## src/rtl/regfile_wb_arbiter_if.sv

```systemverilog
// regfile_wb_arbiter_if: writeback, issue and read-port signals of the register file write arbiter
// Port summary (master = requesters/issue/read side, slave = arbiter):
//   Req0*/Req1*   : writeback handshakes (Valid/Addr/Data in, Ready out)
//   Issue*        : destination reservation handshake
//   RdAddrA/B     : read addresses, HazardA/B hazard flags back
//   Write/DestAddr/DestData : register file write port
//   BypA/BypB/BypData       : commit-cycle bypass (zero unless REGFILE_WB_BYPASS_EN)
interface regfile_wb_arbiter_if #(
    parameter int DATA_W = 16,
    parameter int ADDR_W = 2
);
    logic              Req0Valid;
    logic [ADDR_W-1:0] Req0Addr;
    logic [DATA_W-1:0] Req0Data;
    logic              Req0Ready;
    logic              Req1Valid;
    logic [ADDR_W-1:0] Req1Addr;
    logic [DATA_W-1:0] Req1Data;
    logic              Req1Ready;
    logic              IssueValid;
    logic [ADDR_W-1:0] IssueAddr;
    logic              IssueReady;
    logic [ADDR_W-1:0] RdAddrA;
    logic [ADDR_W-1:0] RdAddrB;
    logic              HazardA;
    logic              HazardB;
    logic              Write;
    logic [ADDR_W-1:0] DestAddr;
    logic [DATA_W-1:0] DestData;
    logic              BypA;
    logic              BypB;
    logic [DATA_W-1:0] BypData;
    modport master (
        output Req0Valid, Req0Addr, Req0Data, Req1Valid, Req1Addr, Req1Data,
               IssueValid, IssueAddr, RdAddrA, RdAddrB,
        input  Req0Ready, Req1Ready, IssueReady, HazardA, HazardB,
               Write, DestAddr, DestData, BypA, BypB, BypData
    );
    modport slave (
        input  Req0Valid, Req0Addr, Req0Data, Req1Valid, Req1Addr, Req1Data,
               IssueValid, IssueAddr, RdAddrA, RdAddrB,
        output Req0Ready, Req1Ready, IssueReady, HazardA, HazardB,
               Write, DestAddr, DestData, BypA, BypB, BypData
    );
endinterface

```

## src/rtl/regfile_wb_arbiter.sv

```systemverilog
// regfile_wb_arbiter: round-robin arbiter for the register file write port with pending-write scoreboard
// Ports:
//   clk : system clock, rising edge
//   rst : asynchronous active-high reset
//   bus : regfile_wb_arbiter_if.slave (writeback requests, issue reservations,
//         read-port hazard flags, registered write port, bypass)
// Optional feature: define REGFILE_WB_BYPASS_EN to drive the bypass outputs and
// let a read in the commit cycle skip the hazard on the final pending write.
module regfile_wb_arbiter #(
    parameter int DATA_W = 16,
    parameter int ADDR_W = 2,
    parameter int CNT_W  = 2
) (
    input logic              clk,
    input logic              rst,
    regfile_wb_arbiter_if.slave bus
);
    localparam int NREG = 2 ** ADDR_W;
    localparam logic [CNT_W-1:0] CNT_MAX = '1;
    localparam logic [CNT_W-1:0] CNT_ONE = CNT_W'(1);

    logic                   ptr;
    logic                   gnt0;
    logic                   gnt1;
    logic                   issue_take;
    logic                   wr;
    logic [ADDR_W-1:0]      dest_addr;
    logic [DATA_W-1:0]      dest_data;
    logic [NREG-1:0][CNT_W-1:0] cnt;
    logic [NREG-1:0]        inc;
    logic [NREG-1:0]        dec;
    logic                   raw_a;
    logic                   raw_b;

    // ptr=1 favours req1; each grant is decided from valids and ptr only
    assign gnt0 = bus.Req0Valid && (!bus.Req1Valid || !ptr);
    assign gnt1 = bus.Req1Valid && (!bus.Req0Valid || ptr);
    assign bus.Req0Ready = gnt0;
    assign bus.Req1Ready = gnt1;

    assign bus.IssueReady = cnt[bus.IssueAddr] != CNT_MAX;
    assign issue_take     = bus.IssueValid && bus.IssueReady;

    assign bus.Write    = wr;
    assign bus.DestAddr = dest_addr;
    assign bus.DestData = dest_data;

    always_ff @(posedge clk or posedge rst) begin
        if (rst) begin
            ptr       <= 1'b0;
            wr        <= 1'b0;
            dest_addr <= '0;
            dest_data <= '0;
        end else begin
            wr <= gnt0 || gnt1;
            if (gnt0 || gnt1) begin
                ptr       <= gnt0;
                dest_addr <= gnt1 ? bus.Req1Addr : bus.Req0Addr;
                dest_data <= gnt1 ? bus.Req1Data : bus.Req0Data;
            end
        end
    end

    // A commit to an idle register is ignored so the counter cannot underflow
    always_comb begin
        inc = '0;
        dec = '0;
        for (int i = 0; i < NREG; i++) begin
            inc[i] = issue_take && bus.IssueAddr == ADDR_W'(i);
            dec[i] = wr && dest_addr == ADDR_W'(i) && cnt[i] != '0;
        end
    end

    always_ff @(posedge clk or posedge rst) begin
        if (rst) begin
            cnt <= '0;
        end else begin
            for (int i = 0; i < NREG; i++)
                if (inc[i] != dec[i])
                    cnt[i] <= inc[i] ? cnt[i] + 1'b1 : cnt[i] - 1'b1;
        end
    end

    assign raw_a = cnt[bus.RdAddrA] != '0;
    assign raw_b = cnt[bus.RdAddrB] != '0;

`ifdef REGFILE_WB_BYPASS_EN
    assign bus.BypA    = wr && dest_addr == bus.RdAddrA;
    assign bus.BypB    = wr && dest_addr == bus.RdAddrB;
    assign bus.BypData = dest_data;
    // The commit in flight retires the last pending write unless a new
    // reservation for the same register lands this cycle
    assign bus.HazardA = raw_a && !(bus.BypA && cnt[bus.RdAddrA] == CNT_ONE &&
                                    !(issue_take && bus.IssueAddr == bus.RdAddrA));
    assign bus.HazardB = raw_b && !(bus.BypB && cnt[bus.RdAddrB] == CNT_ONE &&
                                    !(issue_take && bus.IssueAddr == bus.RdAddrB));
`else
    assign bus.BypA    = 1'b0;
    assign bus.BypB    = 1'b0;
    assign bus.BypData = '0;
    assign bus.HazardA = raw_a;
    assign bus.HazardB = raw_b;
`endif

endmodule
```

## src/flat_wrapper.sv

```systemverilog
// flat-port wrapper written by rule: the top's interface ports become plain ports
module regfile_wb_arbiter_flat 
#(
    parameter int DATA_W = 16,
    parameter int ADDR_W = 2,
    parameter int CNT_W  = 2
)
  (clk, rst, bus_Req0Valid, bus_Req0Addr, bus_Req0Data, bus_Req1Valid, bus_Req1Addr, bus_Req1Data, bus_IssueValid, bus_IssueAddr, bus_RdAddrA, bus_RdAddrB, bus_Req0Ready, bus_Req1Ready, bus_IssueReady, bus_HazardA, bus_HazardB, bus_Write, bus_DestAddr, bus_DestData, bus_BypA, bus_BypB, bus_BypData);
  regfile_wb_arbiter_if #(.DATA_W(DATA_W), .ADDR_W(ADDR_W)) bus_i ();
  input logic clk;
  input logic rst;
  input wire logic [$bits(bus_i.Req0Valid)-1:0] bus_Req0Valid;
  input wire logic [$bits(bus_i.Req0Addr)-1:0] bus_Req0Addr;
  input wire logic [$bits(bus_i.Req0Data)-1:0] bus_Req0Data;
  input wire logic [$bits(bus_i.Req1Valid)-1:0] bus_Req1Valid;
  input wire logic [$bits(bus_i.Req1Addr)-1:0] bus_Req1Addr;
  input wire logic [$bits(bus_i.Req1Data)-1:0] bus_Req1Data;
  input wire logic [$bits(bus_i.IssueValid)-1:0] bus_IssueValid;
  input wire logic [$bits(bus_i.IssueAddr)-1:0] bus_IssueAddr;
  input wire logic [$bits(bus_i.RdAddrA)-1:0] bus_RdAddrA;
  input wire logic [$bits(bus_i.RdAddrB)-1:0] bus_RdAddrB;
  output wire logic [$bits(bus_i.Req0Ready)-1:0] bus_Req0Ready;
  output wire logic [$bits(bus_i.Req1Ready)-1:0] bus_Req1Ready;
  output wire logic [$bits(bus_i.IssueReady)-1:0] bus_IssueReady;
  output wire logic [$bits(bus_i.HazardA)-1:0] bus_HazardA;
  output wire logic [$bits(bus_i.HazardB)-1:0] bus_HazardB;
  output wire logic [$bits(bus_i.Write)-1:0] bus_Write;
  output wire logic [$bits(bus_i.DestAddr)-1:0] bus_DestAddr;
  output wire logic [$bits(bus_i.DestData)-1:0] bus_DestData;
  output wire logic [$bits(bus_i.BypA)-1:0] bus_BypA;
  output wire logic [$bits(bus_i.BypB)-1:0] bus_BypB;
  output wire logic [$bits(bus_i.BypData)-1:0] bus_BypData;
  assign bus_i.Req0Valid = bus_Req0Valid;
  assign bus_i.Req0Addr = bus_Req0Addr;
  assign bus_i.Req0Data = bus_Req0Data;
  assign bus_i.Req1Valid = bus_Req1Valid;
  assign bus_i.Req1Addr = bus_Req1Addr;
  assign bus_i.Req1Data = bus_Req1Data;
  assign bus_i.IssueValid = bus_IssueValid;
  assign bus_i.IssueAddr = bus_IssueAddr;
  assign bus_i.RdAddrA = bus_RdAddrA;
  assign bus_i.RdAddrB = bus_RdAddrB;
  assign bus_Req0Ready = bus_i.Req0Ready;
  assign bus_Req1Ready = bus_i.Req1Ready;
  assign bus_IssueReady = bus_i.IssueReady;
  assign bus_HazardA = bus_i.HazardA;
  assign bus_HazardB = bus_i.HazardB;
  assign bus_Write = bus_i.Write;
  assign bus_DestAddr = bus_i.DestAddr;
  assign bus_DestData = bus_i.DestData;
  assign bus_BypA = bus_i.BypA;
  assign bus_BypB = bus_i.BypB;
  assign bus_BypData = bus_i.BypData;
  regfile_wb_arbiter #(.DATA_W(DATA_W), .ADDR_W(ADDR_W), .CNT_W(CNT_W)) u_core (.clk(clk), .rst(rst), .bus(bus_i));
endmodule
```

## config.mk

```make
export PLATFORM = sky130hd
export DESIGN_NAME = regfile_wb_arbiter_flat
export DESIGN_NICKNAME = d
export VERILOG_FILES = /design/src/rtl/regfile_wb_arbiter_if.sv /design/src/rtl/regfile_wb_arbiter.sv /design/src/flat_wrapper.sv
export SDC_FILE = /design/constraint.sdc
export NUM_CORES = 1
export LEC_CHECK = 0
export ABC_AREA = 1
export CAP_MARGIN = 10
export CORE_ASPECT_RATIO = 0.75
export CORE_UTILIZATION = 45
export CTS_BUF_LIST = sky130_fd_sc_hd__clkbuf_2 sky130_fd_sc_hd__clkbuf_4 sky130_fd_sc_hd__clkbuf_8
export CTS_CLUSTER_DIAMETER = 200
export CTS_CLUSTER_SIZE = 30
export DETAILED_ROUTE_END_ITERATION = 7
export PLACE_DENSITY = 0.89
export SETUP_SLACK_MARGIN = 0.02
export SYNTH_ARGS = -nofsm -noshare
export SYNTH_HDL_FRONTEND = slang
export SYNTH_SLANG_ARGS = --single-unit
```

## constraint.sdc

```tcl
create_clock -name clk -period 3.55 [get_ports clk]
set_clock_uncertainty 0.1 [all_clocks]
set_input_delay 0.355 -clock clk [delete_from_list [all_inputs] [get_ports clk]]
set_output_delay 0.355 -clock clk [all_outputs]
set_load 0.02 [all_outputs]
```

=== Yosys cells after proc, flatten, opt, wreduce, memory -nomap -nowiden ===
Cells that the tools add are included.

* Output and inout port bits: 42
* Logic and storage cells: 71
* Flip-flop bits (word level): 28

* Reduce and logical (&&, ||, !) cells: 29
* Muxes and demuxes: 12
* Equality and inequality tests: 11
* $add $sub $neg: 8
* $lt $le $gt $ge: 3

{| class="wikitable"
|+ Operators with widths
! kind !! count
|-
| $mux W16 || 1
|-
| $mux W2 || 8
|-
| $logic_and A1 B1 Y1 || 15
|-
| $bmux W2 S2 || 3
|-
| $reduce_bool A2 Y1 || 6
|-
| $lt A2 B3 Y1 const B || 3
|-
| $add A2 B1 Y2 const B || 4
|-
| $eq A2 B2 Y1 const B || 4
|-
| $sub A2 B1 Y2 const B || 4
|-
| $eq A2 B1 Y1 const B || 2
|-
| $logic_not A2 Y1 || 2
|-
| $ne A1 B1 Y1 || 4
|-
| $logic_not A1 Y1 || 3
|-
| $logic_or A1 B1 Y1 || 3
|-
| $ne A2 B2 Y1 const B || 1
|}

=== Logic depth before layout (Yosys ltp) ===
Gate-level depths: netlist of the first run.

* Depth after elaboration: 6
* Gate-level depth with buffers: 13

=== Worst setup path after synthesis of the first run ===
Ideal clock, no wire load.

* Path type: reg2reg
* From: register u_core.ptr
* To: register u_core.dest_data[2], in the netlist u_core.bus.DestData[2]
* Setup time: 0.121 ns
* Buffers on the path: 1
* Cell stages (with the launch flop): 8
* Path slack: 2.023 ns
* Data required time: 3.329 ns
* Arrival time: 1.305 ns
* Path through: dfrtp_1 > nand2_1 > inv_1 > nor2_2 > inv_2 > buf_2 > nand3_1 > o21ai_1

* Cells in the longest elaborated chain, start to end: 4
* Elaborated cells between the ends (all ways): 7
* Classes of those cells: mux: 1; reduce/logical: 6

{| class="wikitable"
|+ Ends and longest elaborated chain
! element !! line !! RTL
|-
| from (decl) || regfile_wb_arbiter.sv:22 || <nowiki>logic ptr;</nowiki>
|-
| from (signal assigned) || regfile_wb_arbiter.sv:57 || <nowiki>ptr <= gnt0;</nowiki>
|-
| $logic_not A1 Y1 || regfile_wb_arbiter.sv:36 || <nowiki>assign gnt0 = bus.Req0Valid && (!bus.Req1Valid || !ptr);</nowiki>
|-
| $logic_or A1 B1 Y1 || regfile_wb_arbiter.sv:36 ||
|-
| $logic_and A1 B1 Y1 || regfile_wb_arbiter.sv:36 ||
|-
| named net bus_Req0Ready || flat_wrapper.sv:22 || <nowiki>output wire logic [$bits(bus_i.Req0Ready)-1:0] bus_Req0Ready;</nowiki>
|-
| $logic_or A1 B1 Y1 || regfile_wb_arbiter.sv:56 || <nowiki>if (gnt0 || gnt1) begin</nowiki>
|-
| to (signal assigned) || regfile_wb_arbiter.sv:59 || <nowiki>dest_data <= gnt1 ? bus.Req1Data : bus.Req0Data;</nowiki>
|-
| to (decl) || regfile_wb_arbiter.sv:28 || <nowiki>logic [DATA_W-1:0] dest_data;</nowiki>
|}

The timed path passes the listed nets, and every way through them passes these cells.
A chain may end at the register's enable or synchronous reset.

=== Worst setup path after layout of the first run ===
* From: input port bus_Req0Valid
* To: output port bus_Req0Ready

* Cells in the longest elaborated chain, start to end: 1

{| class="wikitable"
|+ Ends and longest elaborated chain
! element !! line !! RTL
|-
| from (decl) || flat_wrapper.sv:12 || <nowiki>input wire logic [$bits(bus_i.Req0Valid)-1:0] bus_Req0Valid;</nowiki>
|-
| $logic_and A1 B1 Y1 || regfile_wb_arbiter.sv:36 ||
|-
| to (decl) || flat_wrapper.sv:22 ||
|}

No other way between the ends.

==> results by stage, run 1 <==
Drt:
- The number of vias after detailed routing is around 1800.
- The first-pass iteration count of the detailed router is 5.
- The final antenna-violating net count is 0.
- The residual DRC count is 0.
- In this run, the number of DRC markers left after iteration 0 of detailed routing was 104.
- The detailed-route wire length is roughly 4500 um.
- The average vias per placed instance is 5.00.
- Dividing the detail-routed wire length by the instance count gives 12.3 um.

Timing:
- Setup violations remaining at the end of the flow were counted as 0.
- In the finished design, the share of the clock period the worst path needs comes to between 70% and 80%.
- The final-report max-slew violation count is 0.
- Setup repair after global routing left no endpoint under its margin.
- In this run the tightest slew margin relative to its limit is about 32%.
- Hold is met by ~0.42 ns.
- The number of endpoints with negative hold slack in the final report is 0.
- For this run, the top clock speed supported by timing is 368 MHz.
- The actual slew at the worst max-slew pin is 1.02 ns.
- The time the worst path needs with I/O delays and setup is roughly 2.7 ns.
- The setup TNS is 0 ns.

Logic synthesis:
- dfrtp_1 takes more of the synthesized area than any other cell.
- The cell area that synthesis handed to floorplanning was 0.00177 mm^2.
- After synthesis the netlist holds a flip-flop and latch count of 28.
- Yosys printed 0 warnings.
- The number of distinct library cells after synthesis is 25.
- The post-synthesis average cell area is 7.21 um^2.
- Ranked by total cell area, the synthesized netlist is headed by dfrtp_1 (40%), nand2_1 (12%), nand3_1 (8.2%), buf_4 (7.7%), a21oi_1 (5.1%).
- The area share of the leading cell type in the synthesized netlist is between 30% and 40%.
- For this run, the register share of the synthesized area comes to between 30% and 40%.
- Synthesis produced a netlist whose cell count is 245.

Power:
- Per report_power, the sequential group accounts for 36.6% of the total.
- The clock network burns 18.9% of the power.
- The worst voltage drop across the vdd grid is between 0.0002 and 0.0003 V.
- The completed layout was analyzed and its total power is 0.00134 W.
- In this run switching power makes up 39.4% of total power.
- The static leakage power is ~1.2 nW.
- The internal portion of the total power is slightly above 0.0008 W.
- The total power per unit cell area is 538 mW/mm^2.
- Per report_power, the combinational group accounts for 44.5% of the total.
- The switching power summed over all nets is 0.000529 W.

Worst setup path:
- The critical path class is primary input to primary output.
- In this run the register-to-register setup slack is 2.04 ns.
- The top fanout value on the critical path is 13.
- The launch instance of the worst register-to-register path is u_core.ptr$_DFFE_PP0P_.
- The endpoint required time on the critical path is 3.09 ns.
- In this design, the critical path's most frequently occurring cell is clkdlybuf4s50_1.
- Following the worst setup path forward leads to its endpoint at bus_Req0Ready.
- In this run the critical register-to-register path is captured at u_core.bus.DestData[15]$_DFFE_PP0P_.
- The critical-path cell with the highest stage delay is clkdlybuf4s50_1.
- Data on the critical path arrives at its endpoint at about 2.3 ns.
- The critical path goes through clkdlybuf4s50_1, inv_2, nor2_2, clkdlybuf4s50_1.
- The maximum cell stage delay along the critical path is a little under 0.8 ns.
- The startpoint type of the worst setup path is a primary input.
- The worst register-to-register path has a depth of 6.
- STA classifies the critical path endpoint as a primary output.
- Tracing the worst setup path back leads to its startpoint at bus_Req0Valid.

Cells and area:
- The register area is 701 um^2.
- In the final layout, the multi-input gates occupy 860 um^2.
- Compared with the post-synthesis result, the final layout area differs by 41.2%.
- The layout has 325 filler cells.
- The post-route netlist has 4.50% of its cells at a drive strength greater than 1.
- Summing all non-filler instances in the final layout gives an area of 0.00249 mm^2.
- 0 antenna diodes ended up in the layout.
- In the final design database the tool counted 359 nets.

Placement:
- Once placement finished, the instance area stood at between 0.002 and 0.0025 mm^2.
- The number of port buffers is 70.
- The congestion estimate from routability-driven global placement came to 0.899.
- After legalization and detailed placement, the total HPWL measured 3400 um.

Clock tree:
- The tree is rooted in a clkbuf_8.
- The number of hold buffers added after CTS is 0.
- CTS built an H-tree with a depth of 1.
- The number of gates resized after CTS was 0.
- Clock latency on the worst-skew pair, taken at its later pin, is 0.28 ns.
- Clock-pin slew was measured on the worst setup and hold paths at 0.09 ns.
- TritonCTS created 3 clock buffers.
- The CTS tree is built.
- The number of buffers on the longest clock path is 2.
- The buffers inserted during post-CTS setup optimization is 0.
- The clock net sink count is 28.

Die:
- During I/O placement, the number of pins put on the boundary was 89.
- In this run the horizontal extent of the chip is 74.3 um.
- In this run the core area contains 19 standard-cell rows.
- The die is 56.2 um tall.
- The area inside the core boundary is about 0.0037 mm^2.
- The starting density of the core is a little under half.
- The die covers 0.00418 mm^2.

GRT:
- The number of antenna violations at the first check in global routing is 0.
- The first-pass GRT wire length is about 7400 um.
- The via count of the first global-routing pass is approximately 1700.
- The overall track demand over capacity in global routing is 23.2%.
- The total grt overflow is 0.
- The largest net degree at the start of global routing is 37.

Run:
- Across the run, the number of max-cap violations was 0.

Status:
- The flow ran to the end, and the final reports show no timing, DRC or antenna violations.

Min path:
- The path class of the lowest-slack min-delay path is register to register.
- The hold path depth is 2.
==> through the flow <==
stage                     cells  utilization (%)  setup WS (ns)
after floorplan             262                -           2.02
after global placement      359             65.3          0.941
after detailed placement    359             65.3          0.882
after CTS                   363             67.2          0.874
after global routing        363             67.2          0.808
final                       363             67.2          0.833
==> state kept, by name (all words and copies together) (netlist names) <==
signal,flops
u_core.bus.DestAddr,2
u_core.bus.Write,1
u_core.bus.DestData,16
u_core.ptr,1
u_core.cnt,8
==> how the worst min path moves through the flow <==
| stage | startpoint | endpoint | slack (ns) |
|---|---|---|---|
| final | u_core.cnt[3]$_DFFE_PP0P_ | u_core.cnt[3]$_DFFE_PP0P_ | 0.42 |
| after CTS | u_core.cnt[3]$_DFFE_PP0P_ | u_core.cnt[3]$_DFFE_PP0P_ | 0.42 |
| after detailed placement | u_core.cnt[3]$_DFFE_PP0P_ | u_core.cnt[3]$_DFFE_PP0P_ | 0.40 |
| after floorplan | rst | u_core.bus.DestAddr[0]$_DFFE_PP0P_ | 0.32 |
| after global placement | u_core.cnt[3]$_DFFE_PP0P_ | u_core.cnt[3]$_DFFE_PP0P_ | 0.38 |
| after global routing | u_core.cnt[3]$_DFFE_PP0P_ | u_core.cnt[3]$_DFFE_PP0P_ | 0.46 |
==> power groups by stage <==
| stage | registers (W) | logic, W | clock network (W) |
|---|---|---|---|
| finish | 0.000491 | 0.000596 | 0.000254 |
| global route | 0.000502 | 0.000660 | 0.000275 |
| CTS | 0.000488 | 0.000597 | 0.000259 |
| detailed placement | 0.000494 | 0.000592 | 0 |
| global placement | 0.000491 | 0.000573 | 0 |
| floorplan | 0.000521 | 0.000347 | 0 |
==> per-layer routing <==
metal	GRT usage (%)	wire, um	part of all wire, %	vias up
li1	-	-	-	894
met1	28.7	1890	42	844
met2	37.3	2170	48	73
met3	8.51	384	8.6	4
met4	7.28	33	0.74	0
met5	0	0	0	-
==> final cells by class <==
| cell class | instances | share of cell area [%] |
|---|---|---|
| Multi-Input combinational cell | 185 | 34.5 |
| Timing Repair Buffer | 71 | 28.4 |
| Sequential cell | 28 | 28.1 |
| Inverter | 23 | 3.56 |
| Tap cell | 52 | 2.61 |
| Clock buffer | 3 | 1.66 |
| Clock inverter | 1 | 1.20 |
==> worst max-delay path: cells and delay by family <==
kind / cells / cell delay [ns]
buf+inv: 3 / 1.58
simple gates: 1 / 0.32
==> synthesized netlist by cell type (all sizes together) <==
master and number:
a21oi 18, buf 25, clkbuf 1, conb 1
dfrtp 28, inv 23, nand2 57, nand3 30
nand3b 1, nand4 6, nor2 25, o211ai 2
o21ai 22, o22ai 1, or2 1, xor2 4
==> cell usage in the layout (no fill, tap or decap), types with 2 or more instances in the layout <==
cell / n
xor2_1: 4
nand4_1: 6
o211ai_1: 2
clkdlybuf4s50_1: 70
nand2_1: 56
o21ai_1: 12
conb_1: 18
clkbuf_8: 3
inv_1: 19
dfrtp_1: 28
nor2_1: 24
a21oi_1: 18
inv_2: 3
o21ai_0: 9
nand3_1: 29
==> cells by family (layout without fill, tap and decap cells) <==
| group | count (synthesis) | in the layout | share of synthesized area (%) |
|---|---|---|---|
| DFF | 28 | 28 | 39.7 |
| buffers and inverters | 49 | 98 | 15.2 |
| and+or+nand+nor | 120 | 120 | 29.7 |
| AOI/OAI and AO/OA | 43 | 43 | 13.2 |
| xor gates and xnor gates | 4 | 4 | 1.98 |
| other | 1 | 18 | 0.212 |
(Power assumes the default switching activity.)
==> run 2: changes to the inputs <==
CORE_UTILIZATION = 41   (was 45)
PLACE_DENSITY = 0.82   (was 0.89)
clock period = 2.75 ns   (was 3.55 ns; I/O delays follow)
==> results by stage, run 2 (same netlist as run 1, synthesis figures left out) <==
Drt:
- The highest routed metal layer is met4.
- The detailed-route wire length per cell is 11.6 um (-5.8%).
- The residual DRC count is 0 (unchanged).
- The met1 layer wirelength in the final routing is 2080 um (+10%).
- The detailed-route wire length is 4270 um (-4.5%).
- The routed length on met2 is 1910 um (-12%).
- The number of vias after detailed routing came to 1724 (-5.0%).
- The first-pass iteration count of the detailed router is 4 (-1).
- The number of violations reported at the end of detailed-routing iteration 0 was 150 (+44%).
- The average vias per placed instance is 4.68 (-6.3%).
- The met3 routed wirelength came to 270 um (-30%).
- The final antenna-violating net count is 0 (unchanged).

Timing:
- The final critical-path share of the clock period is 85.8%.
- The number of failing setup endpoints in the final timing report is 0 (unchanged).
- The highest clock rate is 424 MHz.
- The time the worst path needs with I/O delays and setup is 2.36 ns.
- The final-report max-slew violation count is 0 (unchanged).
- The setup TNS is 0 ns (unchanged).
- Setup repair after global routing left no endpoint under its margin.
- The number of endpoints with negative hold slack in the final report is 0 (unchanged).

Die:
- The area inside the core boundary is 0.00408 mm^2 (+10%).
- The area of the die was 0.00458 mm^2 (+9.4%).
- The vertical die dimension is 58.8 um (+4.6%).
- The I/O pin count is 89 (unchanged).
- The row count is 20 (+1).
- The die width was 77.8 um (+4.6%).
- The starting density of the core came to 43.3% (-4.3 points).

Min path:
- The path class of the lowest-slack min-delay path is primary input to async pin.

Clock tree:
- The number of buffers on the longest clock path was 2 (unchanged).
- The post-cts repair resize count is 0 (unchanged).
- The number of hold buffers added after CTS is 0 (unchanged).
- The clock insertion delay at the later pin of the skew report is 0.27 ns (about the same).
- The number of H-tree levels came to 1 (unchanged).
- The clock net sink count is 28 (unchanged).
- The CTS buffer count is 3 (unchanged).
- The clock edge transition at the registers on the reported setup and hold paths is 0.09 ns (about the same).
- The buffers inserted during post-CTS setup optimization is 0 (unchanged).
- The clock root buffer master is clkbuf_8.
- The CTS tree is built.

Cells and area:
- The end-of-flow core utilization was 61.0% (-6.2 points).
- In the layout the commonest cells are clkdlybuf4s50_1 (70), nand2_1 (56), nand3_1 (29).
- The most common library cell in the layout ignoring fill and taps is clkdlybuf4s50_1.
- The number of antenna diodes was 0 (unchanged).
- The flip-flop count of the largest register, all copies and words added came to 16 (unchanged).
- The proportion of layout cells with a drive suffix above 1 is 5.11% (+0.61 points).
- The final-stage net count is 362 (+0.84%).
- The area overhead of the layout relative to synthesis is 41.0%.
- The filler cell count in the final layout is 389 (+20%).

Worst setup path:
- The flop-to-flop setup slack was 1.26 ns (-0.78 ns).
- The top fanout value on the critical path is 10 (-3).
- The worst register-to-register path begins at u_core.ptr$_DFFE_PP0P_.
- STA classifies the critical path endpoint as a primary output.
- The arrival time of data at the critical path endpoint is 1.98 ns (-0.28 ns).
- The endpoint required time on the critical path was 2.38 ns (-0.71 ns).
- The critical path class is primary input to primary output.
- The startpoint type of the worst setup path is a primary input.
- The count of cells along the worst register-to-register path is 7 (+1).
- The end of the worst register-to-register path is u_core.bus.DestAddr[1]$_DFFE_PP0P_.

Placement:
- The number of port buffers is 70 (unchanged).
- The weighted congestion reported at the end of routability-driven placement is 0.920 (+2.3%).
- The post-DP HPWL is 3290 um (-3.2%).

GRT:
- The total grt overflow is 0 (unchanged).
- The number of antenna violations at the first check in global routing is 0 (unchanged).
- The largest net degree at the start of global routing was 37 (unchanged).
- The overall track demand over capacity in global routing came to 19.8% (-3.4 points).
- The via count of the first global-routing pass came to 1536 (-10%).
- The first-pass GRT wire length came to 7020 um (-5.2%).

Power:
- The total power per unit cell area was 648 mW/mm^2 (+21%).
- The worst voltage drop across the vdd grid came to 0.000241 V (-16%).
- The total power consumption of the routed design is 0.00161 W (+20%).
- The static leakage power is 1.20 nW (about the same).

Run:
- The number of max-cap violations is 0 (unchanged).

Status:
- The flow ran to the end, and the final reports show no timing, DRC or antenna violations.
==> run 2: cell types whose count changed in the layout (fill, tap and decap cells not counted), sizes merged <==
cell and delta:
bufinv -1, buf +3
==> run 2: where the power goes <==
| group | internal, W | switching, W | total, W |
|---|---|---|---|
| clock | 0.0000981 | 0.000113 | 0.000211 |
| combinational | 0.000333 | 0.000434 | 0.000767 |
| sequential | 0.000524 | 0.000112 | 0.000636 |
| total | 0.000955 | 0.000659 | 0.00161 |
==> run 2: worst max path at each step <==
stage / start / to / slack (ns)
detailed placement: bus_IssueAddr[0] / bus_IssueReady / 0.40
CTS: bus_IssueAddr[0] / bus_IssueReady / 0.39
global placement: bus_IssueAddr[0] / bus_IssueReady / 0.43
floorplan: u_core.ptr$_DFFE_PP0P_ / u_core.bus.DestData[2]$_DFFE_PP0P_ / 1.22
global route: bus_IssueAddr[0] / bus_IssueReady / 0.27
finish: bus_IssueAddr[0] / bus_IssueReady / 0.39
==> run 2: per-layer routing <==
metal / vias up / track usage, %
met2: 53 / 30.7
met3: 2 / 4.65
met5: - / 0
met1: 768 / 28.3
met4: 0 / 4.04
li1: 901 / -
==> run 2: layout make-up <==
cell class	instances	area (um^2)	share of cell area, %
Clock buffer	3	41.3	1.66
Inverter	23	88.8	3.57
Multi-Input combinational cell	185	860	34.5
Sequential cell	28	701	28.1
Tap cell	55	68.8	2.76
Timing Repair Buffer	74	731	29.3
==> run 2: metrics by stage <==
stage	worst slack [ns]	cells	cell area, um^2	hold WS (ns)
2_1_floorplan	1.22	262	1830	0.240
3_3_place_gp	0.429	365	2450	0.395
3_5_place_dp	0.395	365	2450	0.404
4_1_cts	0.390	368	2490	0.279
5_1_grt	0.268	368	2490	0.307
6_report	0.390	368	2490	0.264
==> run 2: critical path, cell delays in order <==
cell             delay [ns]
clkdlybuf4s50_1        0.64
inv_4                  0.07
nand2_1                0.07
nand2_1                0.06
nand2_1                0.05
nand2_1                0.08
nand2_4                0.11
clkdlybuf4s50_1        0.62
==> run 3: changes to the inputs <==
clock period = 2.4 ns   (was 2.75 ns; I/O delays follow)
==> results by stage, run 3 (same netlist as run 1, synthesis figures left out) <==
Placement:
- The post-DP HPWL came to 3280 um (-0.47%).
- The cell count after placement was 365 (unchanged).
- The weighted congestion reported at the end of routability-driven placement came to 0.920 (about the same).
- The cell area after placement came to 0.00245 mm^2 (unchanged).
- The number of port buffers is 70 (unchanged).

Status:
- The flow ran to the end, and the final reports show no timing, DRC or antenna violations.

Drt:
- The first-pass iteration count of the detailed router was 4 (unchanged).
- The average vias per placed instance is 4.73 (+0.89%).
- The residual DRC count is 0 (unchanged).
- The final antenna-violating net count is 0 (unchanged).
- The detailed-route wire length per cell came to 11.6 um (about the same).
- The number of vias after detailed routing is 1744 (+1.2%).
- The detailed-route wire length is 4280 um (+0.28%).
- The number of violations reported at the end of detailed-routing iteration 0 is 135 (-10%).

Cells and area:
- The summed area of non-filler cells in the final layout is 0.00251 mm^2 (+0.65%).
- In the layout the commonest cells are clkdlybuf4s50_1 (69), nand2_1 (56), nand3_1 (29).
- The final-stage net count is 362 (unchanged).
- The end-of-flow core utilization was 61.4% (+0.40 points).
- The area taken by multi-input logic gates is 860 um^2 (unchanged).
- The register area is 701 um^2 (unchanged).
- The flip-flop count of the largest register, all copies and words added was 16 (unchanged).
- The final cell count without fillers came to 369 (+0.27%).
- The number of antenna diodes is 0 (unchanged).
- The most common library cell in the layout ignoring fill and taps is clkdlybuf4s50_1.
- The proportion of layout cells with a drive suffix above 1 is 5.41% (+0.30 points).
- Relative to the synthesized area, the layout overhead comes to 42.0%.
- The filler cell count in the final layout came to 385 (-1.0%).

Timing:
- The setup TNS was 0 ns (unchanged).
- The final critical path takes up 89.2% of the cycle.
- The highest clock rate is 467 MHz.
- The final-report max-slew violation count is 0 (unchanged).
- The number of failing setup endpoints in the final timing report is 0 (unchanged).
- The number of endpoints with negative hold slack in the final report is 0 (unchanged).
- Setup repair after global routing left no endpoint under its margin.
- The time the worst path needs with I/O delays and setup is 2.14 ns.

GRT:
- The first-pass GRT wire length is 7130 um (+1.6%).
- The total grt overflow is 0 (unchanged).
- The largest net degree at the start of global routing was 37 (unchanged).
- The number of antenna violations at the first check in global routing is 0 (unchanged).
- The overall track demand over capacity in global routing was 20.0% (+0.23 points).
- The via count of the first global-routing pass is 1546 (+0.65%).

Die:
- The area of the die came to 0.00458 mm^2 (unchanged).
- The row count is 20 (unchanged).
- The die width is 77.8 um (unchanged).
- The I/O pin count is 89 (unchanged).
- The starting density of the core is 43.3% (unchanged).
- The vertical die dimension is 58.8 um (unchanged).
- The area inside the core boundary came to 0.00408 mm^2 (unchanged).

Power:
- The worst voltage drop across the vdd grid is 0.000355 V (+47%).
- The static leakage power came to 1.22 nW (+1.4%).
- The total power per unit cell area is 752 mW/mm^2 (+16%).

Min path:
- The tightest min-delay check is of the primary input to async pin type.

Clock tree:
- The clock net sink count came to 28 (unchanged).
- CTS placed an instance of clkbuf_8 at the clock tree root.
- The CTS buffer count came to 3 (unchanged).
- The clock insertion delay at the later pin of the skew report is 0.27 ns (about the same).
- The clock edge transition at the registers on the reported setup and hold paths was 0.09 ns (about the same).
- The number of H-tree levels is 1 (unchanged).
- The number of buffers on the longest clock path came to 2 (unchanged).
- The CTS tree is built.
- The number of hold buffers added after CTS came to 0 (unchanged).

Worst setup path:
- The arrival time of data at the critical path endpoint is 1.80 ns (-0.18 ns).
- The endpoint required time on the critical path is 2.06 ns (-0.32 ns).
- The critical-path cell with the highest stage delay is clkdlybuf4s50_1.
- Walking the worst path, the cells encountered are clkdlybuf4s50_1, inv_1, nand2_1, nand2_1, nand2_4, clkdlybuf4s50_1.
- The startpoint type of the worst setup path is a primary input.
- The endpoint type of the worst setup path is a primary output.
- The worst setup path is of the primary input to primary output kind.
- The top fanout value on the critical path came to 10 (unchanged).
- The count of cells along the worst register-to-register path was 7 (unchanged).
- The maximum cell stage delay along the critical path was 0.62 ns (-0.02 ns).

Run:
- The number of max-cap violations is 0 (unchanged).
==> run 3: cell count changes in the layout (fill, tap and decap cells not counted) <==
cell	previous run	this run
dlymetal6s2s_1	0	1
clkbuf_8	3	4
clkdlybuf4s50_1	70	69
==> run 3: routing by layer <==
layer	track usage, %	wire length (um)	part of all wire [%]	vias up
met2	31.6	1930	45	57
met1	27.9	2010	47	784
met4	4.04	27	0.63	0
met5	0	0	0	-
met3	5.27	315	7.4	2
li1	-	-	-	901
==> run 3: power breakdown <==
part | leakage, nW | internal (W) | switching [W]
clock network | 0.0288 | 0.000147 | 0.000136
registers | 0.320 | 0.000601 | 0.000123
logic | 0.868 | 0.000382 | 0.000497
total | 1.22 | 0.00113 | 0.000756
==> run 3: final timing paths <==
kind | from | end | slack (ns)
worst max register to register | u_core.ptr$_DFFE_PP0P_ | u_core.bus.DestAddr[1]$_DFFE_PP0P_ | 0.92
min in group clk | u_core.bus.DestData[8]$_DFFE_PP0P_ | u_core.bus.DestData[8]$_DFFE_PP0P_ | 0.42
worst max-delay path | bus_IssueAddr[1] | bus_IssueReady | 0.26
max in group asynchronous | rst | u_core.cnt[4]$_DFFE_PP0P_ | 1.72
worst min-delay path | rst | u_core.cnt[2]$_DFFE_PP0P_ | 0.23
worst min register to register | u_core.bus.DestData[8]$_DFFE_PP0P_ | u_core.bus.DestData[8]$_DFFE_PP0P_ | 0.42
==> run 3: area by class of cell <==
cell class	count	area share (%)
tap	55	2.75
timing repair buffer	74	29.3
sequential	28	28.0
clock buffer	4	2.20
multi-input combinational	185	34.3
inverter	23	3.54
==> run 3: critical path: cells and delay by family <==
family / cells / cell delay (ns)
AND/OR/NAND/NOR: 3 / 0.28
buffers and inverters: 3 / 1.28
==> run 3: metrics by stage <==
step                total power (W)  setup WS [ns]  hold WS, ns
global route                0.00204          0.156        0.264
finish                      0.00189          0.260        0.226
floorplan                   0.00128          0.873        0.205
global placement            0.00159          0.149        0.395
CTS                         0.00190         0.0883        0.238
detailed placement          0.00161         0.0921        0.403
==> run 3: repair_timing <==
action	in CTS	in global routing
resized for setup	0	1
endpoints found under the setup margin	0	1
buffers inserted	0	0
